**config.mk**
```make
export PLATFORM = sky130hd
export DESIGN_NAME = dither_loop_filter
export DESIGN_NICKNAME = d
export VERILOG_FILES = /design/src/rtl/dither_loop_filter.sv
export SDC_FILE = /design/constraint.sdc
export NUM_CORES = 1
export LEC_CHECK = 0
export CORE_MARGIN = 2
export CORE_UTILIZATION = 38
export CTS_BUF_LIST = sky130_fd_sc_hd__clkbuf_2 sky130_fd_sc_hd__clkbuf_4 sky130_fd_sc_hd__clkbuf_8
export DETAILED_ROUTE_END_ITERATION = 6
export GPL_TIMING_DRIVEN = 0
export HOLD_SLACK_MARGIN = 0.06
export PLACE_DENSITY_LB_ADDON = 0.05
export SLEW_MARGIN = 20
export SYNTH_ARGS = -nofsm -noshare
export SYNTH_HDL_FRONTEND = slang
export SYNTH_SLANG_ARGS = --single-unit
```
**constraint.sdc**
```tcl
create_clock -name i_clk -period 13.6 [get_ports i_clk]
set_clock_uncertainty 0.15 [all_clocks]
set_input_delay 2.72 -clock i_clk [delete_from_list [all_inputs] [get_ports i_clk]]
set_output_delay 2.72 -clock i_clk [all_outputs]
set_load 0.02 [all_outputs]
```
**src/rtl/dither_loop_filter.sv**
```systemverilog
// rtl/dither_loop_filter.sv - shift-gain PI loop filter producing a saturated step and a wrapping phase ramp
// Optional debug taps o_err/o_integ are enabled with DITHER_LOOP_DBG_EN.
module dither_loop_filter #(
  parameter int             DW        = 32,
  parameter logic [DW-1:0]  STEP_LIM  = 32'h3FFF_FFFF,
  parameter logic [DW-1:0]  INTEG_LIM = 32'h1FFF_FFFF
) (
  input  logic                 i_clk,
  input  logic                 i_rst_n,
  input  logic                 i_data_vld,
  input  logic signed [DW-1:0] i_data,
  input  logic signed [DW-1:0] i_err_offset,
  input  logic [4:0]           i_kp_sft,
  input  logic [4:0]           i_ki_sft,
  input  logic                 i_loop_en,
  output logic signed [DW-1:0] o_step,
  output logic                 o_step_vld,
  output logic signed [DW-1:0] o_ramp,
  output logic                 o_sat,
  output logic                 o_ovr,
  output logic [2:0]           o_cstate
`ifdef DITHER_LOOP_DBG_EN
  ,
  output logic signed [DW-1:0] o_err,
  output logic signed [DW-1:0] o_integ
`endif
);

  typedef enum logic [2:0] {
    S_IDLE = 3'd0,
    S_SUB  = 3'd1,
    S_GAIN = 3'd2,
    S_ACC  = 3'd3,
    S_OUT  = 3'd4
  } state_t;

  localparam logic signed [DW:0] DW_MAX   = $signed({2'b00, {(DW-1){1'b1}}});
  localparam logic signed [DW:0] DW_MIN   = $signed({2'b11, {(DW-1){1'b0}}});
  localparam logic signed [DW:0] STEP_HI  = $signed({1'b0, STEP_LIM});
  localparam logic signed [DW:0] STEP_LO  = -STEP_HI;
  localparam logic signed [DW:0] INTEG_HI = $signed({1'b0, INTEG_LIM});
  localparam logic signed [DW:0] INTEG_LO = -INTEG_HI;

  function automatic logic signed [DW-1:0] clamp(input logic signed [DW:0] v,
                                                 input logic signed [DW:0] hi,
                                                 input logic signed [DW:0] lo);
    if (v > hi)      return hi[DW-1:0];
    else if (v < lo) return lo[DW-1:0];
    else             return v[DW-1:0];
  endfunction

  state_t state, state_nxt;

  logic signed [DW-1:0] data_r, off_r, err_r, p_r, inc_r, integ_r;
  logic [4:0]           kp_r, ki_r;
  logic                 en_r;

  logic signed [DW:0]   diff, integ_sum, step_sum;
  logic signed [DW-1:0] err_sat, integ_nxt, step_nxt;
  logic                 integ_hit, step_hit;

  always_ff @(posedge i_clk or negedge i_rst_n) begin
    if (!i_rst_n) state <= S_IDLE;
    else          state <= state_nxt;
  end

  always_comb begin
    state_nxt = state;
    case (state)
      S_IDLE:  if (i_data_vld) state_nxt = S_SUB;
      S_SUB:   state_nxt = S_GAIN;
      S_GAIN:  state_nxt = S_ACC;
      S_ACC:   state_nxt = S_OUT;
      S_OUT:   state_nxt = S_IDLE;
      default: state_nxt = S_IDLE;
    endcase
  end

  // All sums are formed one bit wider so the clamps see the true result.
  always_comb begin
    diff      = {data_r[DW-1], data_r} - {off_r[DW-1], off_r};
    err_sat   = clamp(diff, DW_MAX, DW_MIN);
    integ_sum = {integ_r[DW-1], integ_r} + {inc_r[DW-1], inc_r};
    integ_nxt = clamp(integ_sum, INTEG_HI, INTEG_LO);
    integ_hit = (integ_sum > INTEG_HI) || (integ_sum < INTEG_LO);
    step_sum  = {p_r[DW-1], p_r} + {integ_nxt[DW-1], integ_nxt};
    step_nxt  = clamp(step_sum, STEP_HI, STEP_LO);
    step_hit  = (step_sum > STEP_HI) || (step_sum < STEP_LO);
  end

  // Outputs are written on the ACC edge so they are valid together with the strobe during OUT.
  always_ff @(posedge i_clk or negedge i_rst_n) begin
    if (!i_rst_n) begin
      data_r     <= '0;
      off_r      <= '0;
      kp_r       <= '0;
      ki_r       <= '0;
      en_r       <= 1'b0;
      err_r      <= '0;
      p_r        <= '0;
      inc_r      <= '0;
      integ_r    <= '0;
      o_step     <= '0;
      o_ramp     <= '0;
      o_sat      <= 1'b0;
      o_step_vld <= 1'b0;
      o_ovr      <= 1'b0;
    end else begin
      o_step_vld <= 1'b0;
      if (i_data_vld && (state != S_IDLE)) o_ovr <= 1'b1;
      case (state)
        S_IDLE: begin
          if (i_data_vld) begin
            data_r <= i_data;
            off_r  <= i_err_offset;
            kp_r   <= i_kp_sft;
            ki_r   <= i_ki_sft;
            en_r   <= i_loop_en;
          end
        end
        S_SUB: err_r <= err_sat;
        S_GAIN: begin
          p_r   <= err_r >>> kp_r;
          inc_r <= err_r >>> ki_r;
        end
        S_ACC: begin
          o_step_vld <= 1'b1;
          if (en_r) begin
            integ_r <= integ_nxt;
            o_step  <= step_nxt;
            o_ramp  <= o_ramp + step_nxt;
            o_sat   <= integ_hit | step_hit;
          end else begin
            integ_r <= '0;
            o_step  <= '0;
            o_sat   <= 1'b0;
          end
        end
        default: ;
      endcase
    end
  end

  assign o_cstate = state;

`ifdef DITHER_LOOP_DBG_EN
  always_ff @(posedge i_clk or negedge i_rst_n) begin
    if (!i_rst_n) begin
      o_err   <= '0;
      o_integ <= '0;
    end else if (state == S_ACC) begin
      o_err   <= err_r;
      o_integ <= en_r ? integ_nxt : '0;
    end
  end
`endif

endmodule

```
==> results of run 1 <==
[kinds of logic (layout without fill, tap and decap cells)]
group | count (synthesis) | after routing | share of synthesized area
flops | 272 | 272 | 0.3238
other cells | 0 | 2 | 0
buf+inv | 246 | 490 | 0.04453
mux | 154 | 154 | 0.09442
fa+ha+maj | 141 | 141 | 0.08418
xor+xnor | 103 | 103 | 0.04292
compound gates | 856 | 856 | 0.2569
simple gates | 720 | 720 | 0.1532
[worst reg2reg max path, delay by kind of cell (launching register included)]
kind                       cells  cell delay (ns)
DFF                            1             0.42
xor gates and xnor gates       2             0.55
and+or+nand+nor               10             3.18
adders and majority gates      4             1.36
AOI/OAI and AO/OA             20             5.18
buffers and inverters          5             1.04
[through the flow]
step | cell area (um2) | instances | setup slack, ns
floorplan | 21020 | 2492 | 4.079
global placement | 23370 | 3343 | -2.621
detailed placement | 23470 | 3347 | 1.766
CTS | 24560 | 3440 | 1.694
global route | 24570 | 3442 | 0.7798
finish | 24570 | 3442 | 1.636
[synthesized netlist by cell type (50+ instances only)]
library cell               count
sky130_fd_sc_hd__nand2_1     384
sky130_fd_sc_hd__o21ai_0     297
sky130_fd_sc_hd__dfrtp_1     272
sky130_fd_sc_hd__a21oi_1     173
sky130_fd_sc_hd__clkbuf_1    137
sky130_fd_sc_hd__ha_1        127
sky130_fd_sc_hd__nor2_1      120
sky130_fd_sc_hd__inv_1        89
sky130_fd_sc_hd__mux2i_1      70
sky130_fd_sc_hd__a21o_1       57
sky130_fd_sc_hd__mux2_2       54
sky130_fd_sc_hd__xor2_1       53
sky130_fd_sc_hd__nand3_1      50
sky130_fd_sc_hd__xnor2_1      50
[area by class of cell]
cell class                      instances  area [um2]
Antenna cell                            2       5.005
Buffer                                154       590.6
Clock buffer                           85        1001
Clock inverter                          8       91.34
Fill cell                            5549       30310
Inverter                               92       345.3
Multi-Input combinational cell       1974       13280
Sequential cell                       272        6807
Tap cell                              704       880.8
Timing Repair Buffer                  151        1564
[sequential cells by signal (all words and copies together) (netlist names)]
register and cells:
data_r 32, en_r 1, err_r 32, o_step 32, o_cstate 3, o_ramp 32
integ_r 32, p_r 32, off_r 32, o_ovr 1, o_step_vld 1, ki_r 5
inc_r 31, kp_r 5, o_sat 1
[layer usage]
metal	GRT usage	wire, um	vias to the layer above
met4	0.07746	2002	0
met1	0.3452	33650	9628
met5	0	0	-
met2	0.4592	36800	481
li1	-	-	9568
met3	0.02720	2713	120
[final timing paths]
check	from	endpoint	slack [ns]	cells past startpoint
worst max-delay path	integ_r[8]	o_ramp[30]	1.64	41
worst min-delay path	o_ramp[31]	o_ramp[31]	0.32	1
worst max register to register	integ_r[8]	o_ramp[30]	1.64	41
worst min register to register	o_ramp[31]	o_ramp[31]	0.32	1
max in group asynchronous	i_rst_n	inc_r[6]	10.78	2
min in group asynchronous	i_rst_n	o_ramp[24]	1.75	1
[cell usage in the layout (no fill, tap or decap), drive strengths merged, types with 48 or more instances in the layout]
cell	netlist	routed
clkdlybuf4s50	0	146
xnor2	50	50
clkbuf	139	224
o21a	49	49
dfrtp	272	272
mux2i	70	70
o21ai	298	298
mux2	54	54
a21o	57	57
nand3	50	50
inv	90	92
o311ai	48	48
nor2	121	121
xor2	53	53
ha	127	127
nand2	385	385
a21oi	174	174
==> impl_metrics.py, run 1 <==
metrics = {
    "synthesis": {
        "synth.avg_cell_area_um2": 8.434,
        "ys_seq_area_frac": 0.3238,
        "synth_top_flop_cell": "sky130_fd_sc_hd__dfrtp_1",
        "synth_nets": 2701,
        "synth_largest_area_cell": "sky130_fd_sc_hd__dfrtp_1",
        "synthDominantCellAreaShare": 0.3238,
        "edff_count_synth": 0,
        "postSynthRegisterBits": 272,
        "synth_top_cells_by_area": "sky130_fd_sc_hd__dfrtp_1, sky130_fd_sc_hd__ha_1, sky130_fd_sc_hd__o21ai_0",
        "synth_async_sr_flop_share": 1.000,
        "ys.warnings.count": 0,
        "cell_count_after_synthesis": 2492,
        "syn_area_um2": 21020,
        "synth.lib_cells_used.distinct": 76,
    },
    "timing": {
        "final_critical_period_ns": 11.96,
        "timing.final.crit_share": 0.8797,
        "hold_fails_final_rpt": 0,
        "timing.slew.headroom": 0.3262,
        "grt_setup_unrepaired": "false",
        "max_freq_mhz": 83.58,
        "setup_total_negative_slack_ns": 0,
        "whs_ns": 0.3216,
        "final_max_slew_viol_count": 0,
        "setup_viol": 0,
        "timing_worst_slew_pin_value_ns": 1.011,
    },
    "die": {
        "die_outline_area_um2": 57210,
        "io_pins": 148,
        "placement_rows": 86,
        "start_util": 0.3830,
        "floorplan.core_area_um2": 54880,
        "floorplan.die.height_um": 239.2,
        "dieWidth_um": 239.2,
    },
    "layout": {
        "layout.core_utilization": 0.4477,
        "layout-drive-gt1-share": 0.07822,
        "final_nets": 2906,
        "area_growth_pct": 16.90,
    },
    "grt": {
        "globalRoute.totalOverflow": 0,
        "largest_net_degree_at_the_start_of_global_routing": 93,
        "number_of_antenna_violations_at_the_first_check_in_global_routing": 1,
        "global_route.usage.total": 0.2636,
        "wire_length_of_the_first_global_routing_pass_um": 116100,
        "grt_pass1_vias": 19560,
    },
    "setup_path": {
        "critical_path.top_delay_family": "compound AO/OA/AOI/OAI gates",
        "timing.critical_path.to_type": "flop",
        "critical_path.slowest_cell": "sky130_fd_sc_hd__or4_1",
        "cp_num_buf_inv": 5,
        "endpoint_required_time_on_the_critical_path_ns": 14.02,
        "worst_path_arrival_time_ns": 12.38,
        "critical_path_peak_fanout": 10,
        "cell_repeated_most_along_the_worst_path": "sky130_fd_sc_hd__a31oi_1",
        "startpoint_class": "flop",
        "worst-setup-path-type": "reg -> reg",
        "max_stage_delay_ns": 0.69,
    },
    "drt": {
        "avgRoutedWirePerCell_um": 21.84,
        "num_vias": 19800,
        "drtIter0Drc": 1268,
        "drt-pass1-iter-count": 6,
        "route.detailed.vias_per_inst": 5.752,
        "drc": 0,
        "drt.antenna.violating_nets": 0,
        "postRouteWirelength_um": 75160,
    },
    "placed_design": {
        "finalWeightedCongestion": 0.9147,
        "hpwlAfterDp_um": 60230,
        "port-buffer-count": 147,
    },
    "clocking": {
        "cts.clk_slew.worst_paths_ns": 0.06,
        "tritoncts.num_buffers": 52,
        "cts.root.buffer_cell": "sky130_fd_sc_hd__clkbuf_8",
        "cts_sinks": 272,
        "cts.htree.levels": 2,
        "cts_buffer_depth": 3,
        "post_cts.resized_instances": 0,
        "insertion_delay_ns": 0.67,
        "postCtsSetupBuffers": 0,
        "cts.hold.buffers_added": 0,
        "clock_tree_from_tritoncts": "yes",
    },
    "flow_run": {
        "drv.max_cap_violation_count": 0,
    },
    "status": {
        "result_of_the_run": "finished clean",
    },
    "hold_path": {
        "worst_hold_path_type": "reg -> reg",
    },
}
Power of run 1 is not shown: default switching activity piles up to over one toggle a cycle in this logic, so the estimate is an artifact.
==> inputs of run 2 (changes only) <==
--- a/config.mk
+++ b/config.mk
@@ -5,13 +5,14 @@
 export SDC_FILE = /design/constraint.sdc
 export NUM_CORES = 1
 export LEC_CHECK = 0
+export CAP_MARGIN = 20
 export CORE_MARGIN = 2
 export CORE_UTILIZATION = 38
 export CTS_BUF_LIST = sky130_fd_sc_hd__clkbuf_2 sky130_fd_sc_hd__clkbuf_4 sky130_fd_sc_hd__clkbuf_8
 export DETAILED_ROUTE_END_ITERATION = 6
 export GPL_TIMING_DRIVEN = 0
 export HOLD_SLACK_MARGIN = 0.06
-export PLACE_DENSITY_LB_ADDON = 0.05
+export PLACE_DENSITY = 0.58
 export SLEW_MARGIN = 20
 export SYNTH_ARGS = -nofsm -noshare
 export SYNTH_HDL_FRONTEND = slang
==> constraint.sdc (replaced) <==
create_clock -name i_clk -period 10.2 [get_ports i_clk]
set_clock_uncertainty 0.15 [all_clocks]
set_input_delay 2.04 -clock i_clk [delete_from_list [all_inputs] [get_ports i_clk]]
set_output_delay 2.04 -clock i_clk [all_outputs]
set_load 0.02 [all_outputs]
==> run 2 against run 1 <==
Final cell count is 0.61% higher. Global-route usage is 1.2 points lower. First-iteration DRC count is 12% higher. Non-clock buffer count is 27 higher. Hold slack better by 0.0074 ns. Fmax is 20% higher. Die area stayed put. Utilization is 1.4 points higher. Clock-buffer cell count is 3 lower. Critical path type unchanged. Largest cell class unchanged.
==> impl_metrics.py, run 2 (same netlist as run 1, synthesis figures left out) <==
metrics = {
    "setup_path": {
        "endpoint_required_time_on_the_critical_path_ns": 10.58,
        "startpoint_class": "flop",
        "critical_path_peak_fanout": 10,
        "cell_repeated_most_along_the_worst_path": "sky130_fd_sc_hd__o21ai_0",
        "worst-setup-path-type": "reg -> reg",
        "critical_path.slowest_cell": "sky130_fd_sc_hd__or4_4",
        "worst_path_arrival_time_ns": 10.34,
        "cp_num_buf_inv": 3,
        "max_stage_delay_ns": 0.62,
        "timing.critical_path.to_type": "flop",
        "critical_path.top_delay_family": "compound AO/OA/AOI/OAI gates",
    },
    "grt": {
        "grt_pass1_vias": 19660,
        "largest_net_degree_at_the_start_of_global_routing": 83,
        "number_of_antenna_violations_at_the_first_check_in_global_routing": 0,
        "globalRoute.totalOverflow": 0,
        "global_route.usage.total": 0.2516,
        "wire_length_of_the_first_global_routing_pass_um": 112800,
    },
    "timing": {
        "final_critical_period_ns": 9.953,
        "timing.slew.headroom": 0.3903,
        "max_freq_mhz": 100.5,
        "worst_slack_ns": 0.2470,
        "timing.final.crit_share": 0.9758,
        "final_max_slew_viol_count": 0,
        "setup_viol": 0,
        "whs_ns": 0.3290,
        "hold_fails_final_rpt": 0,
        "timing_worst_slew_pin_value_ns": 0.9135,
    },
    "hold_path": {
        "worst_hold_path_type": "reg -> reg",
    },
    "drt": {
        "avgRoutedWirePerCell_um": 20.95,
        "drt.antenna.violating_nets": 0,
        "drc": 0,
        "drtIter0Drc": 1416,
        "route.detailed.vias_per_inst": 5.774,
        "num_vias": 20000,
        "postRouteWirelength_um": 72560,
        "drt-pass1-iter-count": 6,
    },
    "die": {
        "floorplan.die.height_um": 239.2,
        "start_util": 0.3830,
        "die_outline_area_um2": 57210,
        "io_pins": 148,
        "floorplan.core_area_um2": 54880,
        "dieWidth_um": 239.2,
        "placement_rows": 86,
    },
    "clocking": {
        "cts.clk_slew.worst_paths_ns": 0.06,
        "tritoncts.num_buffers": 52,
        "cts.root.buffer_cell": "sky130_fd_sc_hd__clkbuf_8",
        "cts.hold.buffers_added": 0,
        "cts_buffer_depth": 3,
        "clock_tree_from_tritoncts": "yes",
        "insertion_delay_ns": 0.66,
        "cts.htree.levels": 2,
        "cts_sinks": 272,
    },
    "flow_run": {
        "drv.max_cap_violation_count": 0,
    },
    "placed_design": {
        "place_ws_ns": -1.478,
        "hpwlAfterDp_um": 57420,
        "post-place-cells": 3347,
        "port-buffer-count": 147,
        "finalWeightedCongestion": 0.9451,
    },
    "status": {
        "result_of_the_run": "finished clean",
    },
    "layout": {
        "area_growth_pct": 20.42,
        "layout-drive-gt1-share": 0.1167,
        "final_nets": 2933,
        "final_cell_mix": "sky130_fd_sc_hd__nand2_1, sky130_fd_sc_hd__o21ai_0, sky130_fd_sc_hd__dfrtp_1, sky130_fd_sc_hd__a21oi_1, sky130_fd_sc_hd__clkdlybuf4s50_1",
        "insertedDiodeCount": 0,
        "layout_commonest_cell": "sky130_fd_sc_hd__nand2_1",
        "final-instance-count-excl-fill": 3463,
    },
}
run 2: cell types whose count changed in the layout (fill, tap and decap cells not counted), moves of 7 or more:
| cell | previous run | this run |
|---|---|---|
| sky130_fd_sc_hd__a211oi_1 | 35 | 27 |
| sky130_fd_sc_hd__ha_1 | 127 | 116 |
| sky130_fd_sc_hd__clkbuf_4 | 27 | 15 |
| sky130_fd_sc_hd__clkbuf_8 | 58 | 70 |
| sky130_fd_sc_hd__o21ai_0 | 297 | 289 |
| sky130_fd_sc_hd__ha_2 | 0 | 7 |
| sky130_fd_sc_hd__a211oi_2 | 0 | 7 |
| sky130_fd_sc_hd__buf_4 | 0 | 37 |
| sky130_fd_sc_hd__a21oi_1 | 173 | 164 |
| sky130_fd_sc_hd__clkbuf_1 | 137 | 120 |
run 2: through the flow:
step,util,setup TNS (ns),cell area (um2)
5_1_grt,0.4612,-0.05584,25310
2_1_floorplan,-,0,21020
4_1_cts,0.4541,0,24920
3_5_place_dp,0.4277,-21.44,23470
3_3_place_gp,0.4259,-1356.42,23370
6_report,0.4612,0,25310
run 2: layout make-up:
type	instances	area, um2
plain buffers	144	591.8
clock buffers	82	1047
clock inverters	7	62.56
fillers	5407	29570
inverters	92	345.3
multi-input cells	1974	13730
flip-flops and latches	272	6807
well taps	704	880.8
repair buffers	188	1846
run 2: per-layer routing:
metal,global-route usage,vias to the layer above,routed length (um)
met5,0,-,0
met4,0.09186,0,2629
met3,0.02858,134,3323
met2,0.4429,597,35740
met1,0.3170,9669,30870
li1,-,9596,-
run 2: worst paths after layout:
path,startpoint,end,slack (ns),depth (start not counted)
worst max-delay path,inc_r[3],o_ramp[31],0.25,38
worst min-delay path,o_step[30],o_step[30],0.33,1
worst max register to register,inc_r[3],o_ramp[31],0.25,38
worst min register to register,o_step[30],o_step[30],0.33,1
max in group asynchronous,i_rst_n,ki_r[2],7.54,3
min in group asynchronous,i_rst_n,o_ramp[22],1.17,1
run 2: what timing repair did:
action / CTS / global route
setup buffers: 18 / 18
hold endpoints to repair: 0 / 0
gates resized for setup: 59 / 63
cloned: 0 / 1
setup endpoints to repair: 28 / 20
pin swaps: 25 / 32
Power of run 2 is left out for the same reason.
